`src/rtl/bit_lane_deser.sv`:
```
// bit_lane_deser: packs a 1-bit-per-cycle lane stream into WIDTH-bit words.
// The bit side and the word side each use a valid/ready handshake. A single
// output holding register sits on the word side. The block sustains one bit
// per cycle with no bubble between consecutive words.
// bit_ready_o is combinational from flush_i and word_ready_i: the last bit of
// a word can only be taken when the output register is free this cycle.
module bit_lane_deser #(
  parameter int WIDTH     = 4,
  parameter bit MSB_FIRST = 1'b0
) (
  input  logic                     clk_i,
  input  logic                     rst_ni,
  input  logic                     bit_valid_i,
  input  logic                     bit_i,
  output logic                     bit_ready_o,
  input  logic                     flush_i,
  output logic                     word_valid_o,
  output logic [WIDTH-1:0]         word_o,
  input  logic                     word_ready_i,
  output logic [$clog2(WIDTH)-1:0] count_o
);

  localparam int             CW       = $clog2(WIDTH);
  localparam logic [CW-1:0]  LAST_IDX = CW'(WIDTH - 1);
  localparam logic [CW-1:0]  CNT_ONE  = CW'(1);

  logic [WIDTH-1:0] acc_q;
  logic [CW-1:0]    cnt_q;
  logic [WIDTH-1:0] word_q;
  logic             word_valid_q;

  logic             out_free;
  logic             last_bit;
  logic             bit_accept;
  logic             consume;
  logic [CW-1:0]    bit_pos;
  logic [WIDTH-1:0] acc_ins;

  // Handshake decode: the output is free when empty or being drained now,
  // and the last bit of a word may only enter when the output is free.
  always_comb begin
    out_free    = !word_valid_q || word_ready_i;
    last_bit    = (cnt_q == LAST_IDX);
    bit_ready_o = !flush_i && (!last_bit || out_free);
    bit_accept  = bit_valid_i && bit_ready_o;
    consume     = word_valid_q && word_ready_i;
  end

  // Accumulator with the incoming bit merged at its lane position; used both
  // for the partial-word update and for loading the completed word.
  always_comb begin
    bit_pos          = MSB_FIRST ? (LAST_IDX - cnt_q) : cnt_q;
    acc_ins          = acc_q;
    acc_ins[bit_pos] = bit_i;
  end

  // Partial-word accumulator and bit counter; flush and word completion
  // both restart assembly from an empty accumulator.
  always_ff @(posedge clk_i or negedge rst_ni) begin
    if (!rst_ni) begin
      acc_q <= '0;
      cnt_q <= '0;
    end else if (flush_i) begin
      acc_q <= '0;
      cnt_q <= '0;
    end else if (bit_accept) begin
      if (last_bit) begin
        acc_q <= '0;
        cnt_q <= '0;
      end else begin
        acc_q <= acc_ins;
        cnt_q <= cnt_q + CNT_ONE;
      end
    end
  end

  // Output holding register: a completed word loads even while the previous
  // one is being consumed, which keeps valid high for back-to-back words.
  always_ff @(posedge clk_i or negedge rst_ni) begin
    if (!rst_ni) begin
      word_q       <= '0;
      word_valid_q <= 1'b0;
    end else if (bit_accept && last_bit) begin
      word_q       <= acc_ins;
      word_valid_q <= 1'b1;
    end else if (consume) begin
      word_valid_q <= 1'b0;
    end
  end

  assign word_o       = word_q;
  assign word_valid_o = word_valid_q;
  assign count_o      = cnt_q;

endmodule

```
`config.mk`:
```
export PLATFORM = sky130hd
export DESIGN_NAME = bit_lane_deser
export DESIGN_NICKNAME = d
export VERILOG_FILES = /design/src/rtl/bit_lane_deser.sv
export SDC_FILE = /design/constraint.sdc
export NUM_CORES = 1
export LEC_CHECK = 0
export BUFFER_PORTS_ARGS = -buffer_cell sky130_fd_sc_hd__clkbuf_2
export CORE_MARGIN = 2
export CORE_UTILIZATION = 30
export CTS_BUF_LIST = sky130_fd_sc_hd__clkbuf_4 sky130_fd_sc_hd__clkbuf_8 sky130_fd_sc_hd__clkbuf_16
export DETAILED_ROUTE_END_ITERATION = 7
export PLACE_DENSITY = 0.51
export RECOVER_POWER = 50
export SLEW_MARGIN = 20
export SYNTH_ARGS = -nofsm -noshare
export SYNTH_HDL_FRONTEND = slang
export SYNTH_SLANG_ARGS = --single-unit
```
`constraint.sdc`:
```
create_clock -name clk_i -period 1.9 [get_ports clk_i]
set_clock_uncertainty 0.1 [all_clocks]
set_input_delay 0.38 -clock clk_i [delete_from_list [all_inputs] [get_ports clk_i]]
set_output_delay 0.38 -clock clk_i [all_outputs]
set_load 0.02 [all_outputs]
```
==> results.txt <==
CP required: 1420 ps
Cell area after synthesis: 574 um^2
CTS buffer count: 3
Post-synthesis compound-gate area fraction: 13.5%
Initial antenna violation count: 0
Global-route wire length before repair: 1900 um
GRT Overall Usage: 12.6%
Clock Latency Late Sink: 270 ps
Worst reg2reg path startpoint: count_o[0]
CTS root buf: clkbuf_4
Adder and majority gate portion of the synthesized area: 8.71%
Fin crit period: 1830 ps
Die extent in x: 47.8 um
WL/cell: 12.6 um
Crit-path max FO: 7
Tightest Pin Transition: 568 ps
Largest family of logic cells by synthesized area: simple AND/OR/NAND/NOR gates
Sequential Power Share: 44.5%
Status: completed
Largest net degree at the start of global routing: 11
Routed Wire Length: 1110 um
Die height: 47.8 um
#FFs+latches synth: 10
Cell row count: 15
Via count: 427
Design area: 726 um^2
Worst Path Arrival: 1350 ps
H-tree depth: 1
Area growth, synth to finish: 26.4%
DPL Wire Length: 811 um
Synth Area in XOR/XNOR: 0%
CTS tree: done
Fin nets: 74
Initial drt markers: 10
Share of the synthesized area in the top cell type: 43.6%
Hold Crit Class: primary input to register
Leak pwr: 0.385 nW
Die area: 0.00228 mm^2
Area contributors post-synth: dfrtp_1 44%, mux2_2 14%, ha_1 8.7%
GR Overflow Total: 0
Power per cell area: 732 mW/mm^2
Int Pwr: 0.000388 W
Post-synthesis mux area share: 13.7%
RSZ-0062 raised after global routing: no
Worst Hold Path EP: count_o[1]
Tcrit/Tclk final: 96.3%
Vias in the first global route: 427
Hold Crit Depth: 2
Relative slew slack: 62.1%
Clk pwr share: 37.0%
Max VDD drop: 0.358 mV
Unique masters post-synth: 19
Seq/Total Area, Yosys: 43.6%
Syn nets: 54
Area after DPL: 663 um^2
Simple-gate portion of the synthesized area: 15.7%
Ant diodes: 0
Antenna Nets Post-Route: 0
GPL Wtd Cong: 0.759
Fin. max-slew vios: 0
Synth Area per Inst: 13.1 um^2
Yosys warnings: 0
Final setup violation count: 0
Clock slew at reported path FFs: 80 ps
I/O pin count: 14
Combinational Power Share: 18.5%
Core Region: 0.00176 mm^2
Peak Freq: 0.546 GHz
R2R Setup Slk: 200 ps
Initial Utilization: 32.6%
Gate Count Post-Synth: 44
Max cap viols: 0
Hold_sp: flush_i
Filler cells: 188
Worst setup EP type: output port
Final setup TNS: 0 ps
Net Sw Frac: 26.9%
Final Hold Fails: 0
Pre-antenna DRT Iters: 4
# DRC: 0
Net Sw Power: 0.000143 W
R2R Path End: word_o[0]
Layout cell share with drive strength beyond 1: 50.8%
CP Class: register to output port
Startpoint Class: register
Clock buffer depth: 2
I/O Buffers: 13
Clock Sinks: 10
Area leader, netlist: dfrtp_1
Worst R2R Path Depth: 5
DR vias/cell: 4.85
final cells by class:
type                       count  area, um^2  area share, %
clock buffer                   4        36.3           5.00
tap                           25        31.3           4.31
inverter                       3        12.5           1.72
timing repair buffer          17        96.3           13.3
multi-input combinational     29         299           41.2
sequential                    10         250           34.5
per-stage QoR:
stage,setup slack (ps),instances,utilization [%],hold slack [ps],power (W)
finish,69.4,88,41.1,208,0.000531
floorplan,230,44,-,-15.6,0.000302
global route,6.85,88,41.1,207,0.000557
detailed placement,321,81,37.6,164,0.000334
global placement,331,81,37.6,167,0.000333
CTS,23.5,86,40.2,196,0.000533
layer usage:
metal  GRT usage [%]  wire length [um]  vias to the layer above
li1                -                 -                      200
met1            16.1               529                      215
met2            18.7               515                       10
met3            2.26                48                        2
met4            9.73                12                        0
met5               0                 0                        -
what timing repair did:
item                       4_1_cts  5_1_grt
setup endpoints to repair        0        1
resized for setup                0        1
hold endpoints to repair        10        0
hold buffers                     1        0
setup buffers                    0        2
state kept, by name (all words and copies together) (netlist names):
register and cells:
word_o 4, word_valid_o 1, acc_q 3, count_o 2
how the worst max path moves through the flow:
stage	startpoint	endpoint
6_report	count_o[1]	bit_ready_o
3_5_place_dp	count_o[0]	bit_ready_o
4_1_cts	count_o[0]	bit_ready_o
3_3_place_gp	count_o[0]	bit_ready_o
2_1_floorplan	count_o[0]	bit_ready_o
5_1_grt	count_o[1]	bit_ready_o
critical path: stages (launching register included):
cell	delay, ps
dfrtp_1	410
ha_2	230
nand3b_4	120
and2_1	180
clkbuf_2	150
synthesized netlist by cell type:
master	n
o21a_1	1
and2_1	1
buf_4	2
a21o_1	1
nand2b_4	1
nand3b_4	1
ha_1	4
mux2_2	7
a32o_1	3
clkinv_2	1
nor3b_1	1
dfrtp_1	10
nand2_1	1
and4bb_2	1
nand4_4	1
o211ai_1	3
inv_1	2
nand3_1	1
a21oi_1	2
layout by cell type (no fill, tap or decap), drive strengths merged:
| cell type | count |
|---|---|
| a32o | 3 |
| a21o | 1 |
| mux2 | 7 |
| ha | 4 |
| o21a | 1 |
| a21oi | 2 |
| o211ai | 3 |
| nand2b | 1 |
| buf | 3 |
| and2 | 1 |
| clkinv | 1 |
| dfrtp | 10 |
| nand4 | 1 |
| nand2 | 1 |
| and4bb | 1 |
| inv | 2 |
| clkbuf | 17 |
| nand3b | 1 |
| nand3 | 1 |
| nor3b | 1 |
| dlygate4sd3 | 1 |
power by group through the flow:
| stage | clock network (W) | registers (W) | logic [W] |
|---|---|---|---|
| 6_report | 0.000196 | 0.000236 | 0.0000982 |
| 5_1_grt | 0.000210 | 0.000238 | 0.000108 |
| 4_1_cts | 0.000201 | 0.000237 | 0.0000946 |
| 3_5_place_dp | 0 | 0.000241 | 0.0000928 |
| 3_3_place_gp | 0 | 0.000240 | 0.0000930 |
| 2_1_floorplan | 0 | 0.000254 | 0.0000477 |
logic make-up (layout without fill, tap and decap cells):
kind of cell | count (synthesis) | count (layout)
AOI/OAI and AO/OA | 10 | 10
buffers and inverters | 5 | 24
adders and majority gates | 4 | 4
muxes | 7 | 7
and+or+nand+nor | 8 | 8
DFF | 10 | 10
No activity file was read; power rests on OpenSTA's default activity.
